--- src/rtl/flappy_pkg.sv ---
// Shared definitions for the scrolling-obstacle game blocks: controller state
// encoding, default geometry and a small modular index helper.
package flappy_pkg;

  typedef enum logic [1:0] {
    ST_INIT  = 2'd0,
    ST_COUNT = 2'd1,
    ST_STOP  = 2'd2
  } state_t;

  localparam int DEF_N_OBJ    = 5;
  localparam int DEF_XW       = 10;
  localparam int DEF_PIPE_W   = 61;
  localparam int DEF_INTERVAL = 142;
  localparam int DEF_SCREEN_W = 640;
  localparam int DEF_BIRD_X   = 230;
  localparam int DEF_SCORE_W  = 8;
  localparam int DEF_COIN_W   = 20;

  // (base + off) mod n, valid for base < n and off < n
  function automatic int wrap_idx(input int base, input int off, input int n);
    int s;
    s = base + off;
    if (s >= n) s = s - n;
    return s;
  endfunction

endpackage

--- src/rtl/scroll_track.sv ---
// One scrolling edge pair. Loads its start position, moves left by step,
// clamps the left edge at zero and respawns at the right side of the screen
// once the right edge would reach zero.
module scroll_track
  import flappy_pkg::*;
#(
  parameter int            XW     = DEF_XW,
  parameter logic [XW-1:0] INIT_L = '0,
  parameter logic [XW-1:0] INIT_R = '0,
  parameter logic [XW-1:0] RESP_L = '0,
  parameter logic [XW-1:0] RESP_R = '0
) (
  input  logic          clk,
  input  logic          reset_n,
  input  logic          load,
  input  logic          move,
  input  logic [1:0]    step,
  output logic [XW-1:0] left,
  output logic [XW-1:0] right
);

  logic [XW-1:0] step_x;

  assign step_x = {{(XW-2){1'b0}}, step};

  // edge pair register: load, then scroll with saturation and respawn
  always_ff @(posedge clk or negedge reset_n) begin
    if (!reset_n) begin
      left  <= INIT_L;
      right <= INIT_R;
    end else if (load) begin
      left  <= INIT_L;
      right <= INIT_R;
    end else if (move) begin
      if (right <= step_x) begin
        left  <= RESP_L;
        right <= RESP_R;
      end else begin
        left  <= (left < step_x) ? '0 : left - step_x;
        right <= right - step_x;
      end
    end
  end

endmodule

--- src/rtl/pipe_scroller.sv ---
// Obstacle scroller and pass counter for the side-scrolling game.
// Optional build macro PIPE_SCROLLER_COIN_EN adds a second set of tracks for
// coins plus a sync pulse when the current coin's right edge meets the bird.
//
// state    | meaning
// ---------+-----------------------------------------------------------
// ST_INIT  | reload start geometry every cycle, wait for start
// ST_COUNT | scroll on tick, count passes, leave on stop
// ST_STOP  | freeze everything, wait for ack to return to ST_INIT
module pipe_scroller
  import flappy_pkg::*;
#(
  parameter int N_OBJ    = DEF_N_OBJ,
  parameter int XW       = DEF_XW,
  parameter int PIPE_W   = DEF_PIPE_W,
  parameter int INTERVAL = DEF_INTERVAL,
  parameter int SCREEN_W = DEF_SCREEN_W,
  parameter int BIRD_X   = DEF_BIRD_X,
  parameter int SCORE_W  = DEF_SCORE_W
`ifdef PIPE_SCROLLER_COIN_EN
  ,
  parameter int COIN_W   = DEF_COIN_W
`endif
) (
  input  logic                  clk,
  input  logic                  reset_n,
  input  logic                  start,
  input  logic                  stop,
  input  logic                  ack,
  input  logic                  tick,
  input  logic [1:0]            step,
  output logic [N_OBJ*XW-1:0]   x_left,
  output logic [N_OBJ*XW-1:0]   x_right,
  output logic [2:0]            cur_idx,
  output logic [SCORE_W-1:0]    score,
  output logic                  pass_p,
  output logic                  q_initial,
  output logic                  q_count,
  output logic                  q_stop
`ifdef PIPE_SCROLLER_COIN_EN
  ,
  output logic [N_OBJ*XW-1:0]   coin_left,
  output logic [N_OBJ*XW-1:0]   coin_right,
  output logic                  coin_sync_p
`endif
);

  localparam logic [2:0]    CUR_INIT = 3'(2 % N_OBJ);
  localparam logic [XW-1:0] BIRD_XV  = XW'(BIRD_X);

  state_t               state_q, state_d;
  logic                 load, move, pass_c;
  logic [2:0]           cur_idx_q;
  logic [SCORE_W-1:0]   score_q;
  logic                 pass_q;
  logic [XW-1:0]        left_q  [N_OBJ];
  logic [XW-1:0]        right_q [N_OBJ];
  logic [XW-1:0]        cur_right;

  // state register
  always_ff @(posedge clk or negedge reset_n) begin
    if (!reset_n) state_q <= ST_INIT;
    else          state_q <= state_d;
  end

  // next state and per-cycle controls; stop blocks both movement and passes
  always_comb begin
    state_d = state_q;
    load    = 1'b0;
    move    = 1'b0;
    pass_c  = 1'b0;
    case (state_q)
      ST_INIT: begin
        load = 1'b1;
        if (start) state_d = ST_COUNT;
      end
      ST_COUNT: begin
        if (stop) begin
          state_d = ST_STOP;
        end else begin
          move   = tick;
          pass_c = (cur_right < BIRD_XV);
        end
      end
      ST_STOP: begin
        if (ack) state_d = ST_INIT;
      end
      default: state_d = ST_INIT;
    endcase
  end

  // right edge of the obstacle the bird is currently facing
  always_comb begin
    cur_right = '0;
    for (int i = 0; i < N_OBJ; i++) begin
      if (cur_idx_q == 3'(i)) cur_right = right_q[i];
    end
  end

  // current index, saturating score and the registered pass pulse
  always_ff @(posedge clk or negedge reset_n) begin
    if (!reset_n) begin
      cur_idx_q <= CUR_INIT;
      score_q   <= '0;
      pass_q    <= 1'b0;
    end else begin
      pass_q <= pass_c;
      if (load) begin
        cur_idx_q <= CUR_INIT;
        score_q   <= '0;
      end else if (pass_c) begin
        cur_idx_q <= (cur_idx_q == 3'(N_OBJ-1)) ? 3'd0 : cur_idx_q + 3'd1;
        if (score_q != {SCORE_W{1'b1}}) score_q <= score_q + SCORE_W'(1);
      end
    end
  end

  for (genvar g = 0; g < N_OBJ; g++) begin : g_pipe
    scroll_track #(
      .XW     (XW),
      .INIT_L (XW'(g*INTERVAL)),
      .INIT_R (XW'(g*INTERVAL + PIPE_W)),
      .RESP_L (XW'(SCREEN_W)),
      .RESP_R (XW'(SCREEN_W + PIPE_W))
    ) u_track (
      .clk     (clk),
      .reset_n (reset_n),
      .load    (load),
      .move    (move),
      .step    (step),
      .left    (left_q[g]),
      .right   (right_q[g])
    );
  end

  // rotate physical slots so output slot 0 is always the current obstacle
  always_comb begin
    x_left  = '0;
    x_right = '0;
    for (int k = 0; k < N_OBJ; k++) begin
      x_left [k*XW +: XW] = left_q [wrap_idx(int'(cur_idx_q), k, N_OBJ)];
      x_right[k*XW +: XW] = right_q[wrap_idx(int'(cur_idx_q), k, N_OBJ)];
    end
  end

  assign cur_idx   = cur_idx_q;
  assign score     = score_q;
  assign pass_p    = pass_q;
  assign q_initial = (state_q == ST_INIT);
  assign q_count   = (state_q == ST_COUNT);
  assign q_stop    = (state_q == ST_STOP);

`ifdef PIPE_SCROLLER_COIN_EN
  logic [XW-1:0] cleft_q  [N_OBJ];
  logic [XW-1:0] cright_q [N_OBJ];
  logic [XW-1:0] cur_cright;

  for (genvar g = 0; g < N_OBJ; g++) begin : g_coin
    scroll_track #(
      .XW     (XW),
      .INIT_L (XW'(g*INTERVAL)),
      .INIT_R (XW'(g*INTERVAL + COIN_W)),
      .RESP_L (XW'(SCREEN_W + PIPE_W - COIN_W)),
      .RESP_R (XW'(SCREEN_W + PIPE_W))
    ) u_track (
      .clk     (clk),
      .reset_n (reset_n),
      .load    (load),
      .move    (move),
      .step    (step),
      .left    (cleft_q[g]),
      .right   (cright_q[g])
    );
  end

  // coin outputs in the same rotated order, plus the current coin's right edge
  always_comb begin
    coin_left  = '0;
    coin_right = '0;
    cur_cright = '0;
    for (int k = 0; k < N_OBJ; k++) begin
      coin_left [k*XW +: XW] = cleft_q [wrap_idx(int'(cur_idx_q), k, N_OBJ)];
      coin_right[k*XW +: XW] = cright_q[wrap_idx(int'(cur_idx_q), k, N_OBJ)];
      if (cur_idx_q == 3'(k)) cur_cright = cright_q[k];
    end
  end

  assign coin_sync_p = (state_q == ST_COUNT) && (cur_cright == BIRD_XV);
`endif

endmodule

--- config.mk ---
export PLATFORM = sky130hd
export DESIGN_NAME = pipe_scroller
export DESIGN_NICKNAME = d
export VERILOG_FILES = /design/src/rtl/flappy_pkg.sv /design/src/rtl/scroll_track.sv /design/src/rtl/pipe_scroller.sv
export SDC_FILE = /design/constraint.sdc
export NUM_CORES = 1
export LEC_CHECK = 0
export ABC_CLOCK_PERIOD_IN_PS = 2900
export BUFFER_PORTS_ARGS = -buffer_cell sky130_fd_sc_hd__buf_4
export CAP_MARGIN = 5
export CORE_MARGIN = 2
export CORE_UTILIZATION = 39
export DETAILED_ROUTE_END_ITERATION = 16
export HOLD_SLACK_MARGIN = 0.05
export MAX_ROUTING_LAYER = met4
export PLACE_DENSITY_LB_ADDON = 0.3
export SETUP_SLACK_MARGIN = 0.1
export SLEW_MARGIN = 20
export SYNTH_ARGS = -nofsm -noshare
export SYNTH_HDL_FRONTEND = slang
export SYNTH_SLANG_ARGS = --single-unit
--- constraint.sdc ---
create_clock -name clk -period 2.9 [get_ports clk]
set_input_delay 0.145 -clock clk [delete_from_list [all_inputs] [get_ports clk]]
set_output_delay 0.145 -clock clk [all_outputs]
set_load 0.02 [all_outputs]
==> results_tabular.tex <==
\begin{tabular}{lr}
\hline
Metric & Value \\
\hline
\multicolumn{2}{l}{\textbf{Floorplan}} \\
\quad Number of rows in the core area & 61 \\
\quad IO Count & 123 \\
\quad Height of the die & 173 um \\
\quad Core area & 0.0279 sq mm \\
\quad Effective utilization at floorplan & 39.8\% \\
\quad Die Outline Area & 0.0299 sq mm \\
\quad Horizontal die dimension & 173 um \\
\multicolumn{2}{l}{\textbf{Route}} \\
\quad Residual antenna-violating net count after detailed routing & 0 \\
\quad DRC violation count after routing & 0 \\
\quad Via count & 12,153 \\
\quad Final routed wire length divided by cell count & 26.3 um \\
\quad Vias/cell & 6.77 \\
\quad 1st-pass router iterations & 5 \\
\quad Initial detailed-routing violation count & 1,738 \\
\quad Wire length reported by the detailed router & 47,200 um \\
\multicolumn{2}{l}{\textbf{CTS}} \\
\quad Number of buffers on the longest clock path & 2 \\
\quad Count of H-tree levels built during CTS & 4 \\
\quad CTS sink count & 114 \\
\quad CTS tree & built \\
\quad Number of buffers created by CTS & 17 \\
\quad Worst-Skew Late Latency & 0.43 ns \\
\quad Clock root cell & clkbuf\_16 \\
\quad Clock-pin slew of the registers on the worst-case setup and hold paths & 0.06 ns \\
\multicolumn{2}{l}{\textbf{STA}} \\
\quad Count of final hold-check violations & 0 \\
\quad Worst setup margin & -0.404 ns \\
\quad Shortest period the worst path allows & 3.30 ns \\
\quad Transition time at the pin with the least slew margin & 0.925 ns \\
\quad Number of setup violations in the final report & 101 \\
\quad Final cycle utilization of the critical path & 114\% \\
\quad Unrepaired setup endpoints after global routing & true \\
\quad Skew final & 0.0124 ns \\
\quad Final count of pins violating max slew & 0 \\
\quad Highest clock frequency the design can meet & 0.303 GHz \\
\quad Setup TNS after final layout & -29.14 ns \\
\quad Worst slew margin relative to its limit & 38.0\% \\
\multicolumn{2}{l}{\textbf{Logic synthesis}} \\
\quad Gate Count Post-Synth & 1,219 \\
\quad Register area share after synthesis & 26.2\% \\
\quad Average instance area after synthesis & 9.12 sq um \\
\quad Synth warnings & 0 \\
\quad Number of flip-flops and latches in the synthesized netlist & 114 \\
\quad Count of flip-flops with a built-in enable after synthesis & 0 \\
\quad Prevailing post-synth register cell & dfrtp\_1 \\
\quad Share of async-settable or async-resettable flops after synthesis & 100\% \\
\quad Combined area of all synthesized cells & 0.0111 sq mm \\
\quad Number of nets in the synthesized netlist & 1,271 \\
\quad Distinct cell type count after synthesis & 75 \\
\multicolumn{2}{l}{\textbf{Power}} \\
\quad Power share of the sequential group & 33.1\% \\
\quad Proportion of power drawn by combinational gates & 32.0\% \\
\quad Standby leakage power & 6.29 nW \\
\quad Clock share of power & 34.9\% \\
\quad Switching Fraction & 37.8\% \\
\quad Max rail drop VDD & 0.384 mV \\
\quad Pint & 3.89 mW \\
\quad Power dissipated by switching net loads & 2.36 mW \\
\quad Total power divided by cell area & 406 mW/mm\^{}2 \\
\quad Power consumption & 6.25 mW \\
\multicolumn{2}{l}{\textbf{Final layout}} \\
\quad Fraction of final layout cells sized beyond drive strength 1 & 39.7\% \\
\quad Nets@finish & 1,455 \\
\quad Count of filler cells inserted in the layout & 2,401 \\
\quad Post-route non-filler standard cell count & 1,795 \\
\quad Layout overhead on the synthesized area & 38.4\% \\
\multicolumn{2}{l}{\textbf{Placed design}} \\
\quad GP Congestion & 0.951 \\
\quad Half-perimeter wire length after placement & 31,400 um \\
\quad Placed Cells & 1,692 \\
\quad Buffers on Ports & 122 \\
\multicolumn{2}{l}{\textbf{Global routing}} \\
\quad Wire length of the first global-routing pass & 69,300 um \\
\quad Initial antenna violation count & 1 \\
\quad Via count of the first global-routing pass & 11,387 \\
\quad Total congestion overflow after global routing & 0 \\
\quad Combined global-route utilization of all metal layers & 31.1\% \\
\quad Largest net degree at the start of global routing & 49 \\
\multicolumn{2}{l}{\textbf{Worst setup path}} \\
\quad Peak fanout along the critical path & 6 \\
\quad Crit path DAT & 3.16 ns \\
\quad Setup crit start kind & register \\
\quad Worst path required time & 2.76 ns \\
\quad Kind of end point of the critical path & primary output \\
\quad Type of the worst setup path & register to primary output \\
\multicolumn{2}{l}{\textbf{Run status}} \\
\quad Failing checks & negative setup slack \\
\quad Result of the run & finished with violations \\
\multicolumn{2}{l}{\textbf{Worst hold path}} \\
\quad Worst hold path class & input pin to register \\
\multicolumn{2}{l}{\textbf{Flow run}} \\
\quad Max-cap violations & 0 \\
\hline
\end{tabular}
power by group through the flow:
stage	combinational, mW	clock, mW	sequential (mW)
floorplan	1.28	0	1.88
CTS	1.94	2.18	2.05
detailed placement	1.87	0	2.07
global route	2.13	2.26	2.09
global placement	1.85	0	2.06
finish	2.00	2.18	2.07
cell usage after synthesis (7+ instances only):
cell	n	area (sq um)
nand2_1	121	454
clkbuf_1	108	405
a22o_1	88	771
mux4_2	80	1800
a21oi_1	74	370
nor2_1	72	270
dfrtp_1	68	1700
o21ai_0	67	335
dfstp_2	46	1210
inv_1	44	165
mux2i_1	41	410
nor3_1	40	200
ha_1	34	425
buf_2	24	120
a32o_1	23	230
nand3_1	19	95.1
a211oi_1	16	120
o211ai_1	16	120
nand2b_1	13	81.3
o22ai_1	11	68.8
fa_1	10	200
nor4_1	10	62.6
o31ai_1	10	75.1
a211o_1	9	78.8
a311oi_1	9	78.8
o21ai_1	9	45.0
or3_1	9	56.3
and3_1	8	50.1
nand3b_1	8	60.1
or4_1	8	60.1
xnor2_1	8	70.1
nand4_1	7	43.8
placed cells by master (no fill, tap or decap), types with 46 or more instances in the layout:
master   count
a21oi_1     67
a22o_1      77
buf_4      171
buf_6       89
dfrtp_1     67
dfstp_2     46
mux4_2      80
nand2_1    120
nor2_1      70
o21ai_0     62
path summary, 6_finish.rpt:
path | from | endpoint | slack (ns) | cells after the start
worst max-delay path | cur_idx[1] | x_right[29] | -0.40 | 10
worst max register to register | cur_idx[1] | score[7] | -0.03 | 12
min in group asynchronous | reset_n | g_pipe[0].u_track.right[7] | 0.33 | 2
worst min register to register | score[5] | score[5] | 0.53 | 1
max in group asynchronous | reset_n | g_pipe[3].u_track.right[1] | 1.72 | 3
worst min-delay path | step[0] | g_pipe[4].u_track.left[0] | 0.24 | 3
what timing repair did:
action / CTS / global route
hold buffers: 4 / 0
gates cloned: 7 / 3
pin swaps: 30 / 65
gates resized for setup: 90 / 102
setup endpoints to repair: 101 / 119
endpoints found under the hold margin: 32 / 0
buffers inserted: 37 / 24
per-stage QoR:
stage	hold WS, ns	area (sq um)	util (%)	setup slack [ns]
final	0.240	15400	55.1	-0.404
after global routing	0.232	15400	55.1	-0.477
after CTS	0.212	14700	52.8	-0.372
after detailed placement	0.238	13200	47.2	-0.0266
after global placement	0.244	13200	47.2	-0.00256
after floorplan	-0.151	11200	-	0.101
registers in the layout, summed over array words and instances, names as in the netlist:
name	cells
g_pipe.u_track.right	50
g_pipe.u_track.left	50
cur_idx	3
state_q	2
score	8
pass_p	1
routing by layer:
| layer | track usage, % | part of all wire, % |
|---|---|---|
| met5 | - | 0 |
| met4 | 14.3 | 5.4 |
| met3 | 7.98 | 12 |
| met2 | 46.0 | 44 |
| met1 | 40.0 | 39 |
worst max-delay path, cell delays in order, from the launching register on:
cell     delay, ns
dfstp_2       0.61
inv_4         0.08
ha_4          0.16
a211o_1       0.26
a21o_4        0.22
a21oi_4       0.27
buf_12        0.16
buf_16        0.13
mux4_2        0.50
a22o_1        0.21
buf_6         0.13
final cells by class:
class	count	area (sq um)	area share, %
multi-input combinational	918	8060	52.4
tap	378	473	3.07
timing repair buffer	304	3160	20.5
clock buffer	17	425	2.77
inverter	48	185	1.20
clock inverter	15	169	1.10
sequential	114	2910	18.9
antenna	1	2.50	0.0163
logic make-up (layout without fill, tap and decap cells):
| logic type | Yosys count | count (layout) | share of synthesized area (%) |
|---|---|---|---|
| AOI/OAI and AO/OA | 395 | 395 | 25.6 |
| xor gates and xnor gates | 10 | 10 | 0.788 |
| adders and majority gates | 44 | 44 | 5.63 |
| buffers and inverters | 187 | 384 | 6.69 |
| DFF | 114 | 114 | 26.2 |
| muxes | 121 | 121 | 19.9 |
| other | 0 | 1 | 0 |
| and+or+nand+nor | 348 | 348 | 15.2 |
(Power assumes the default switching activity.)
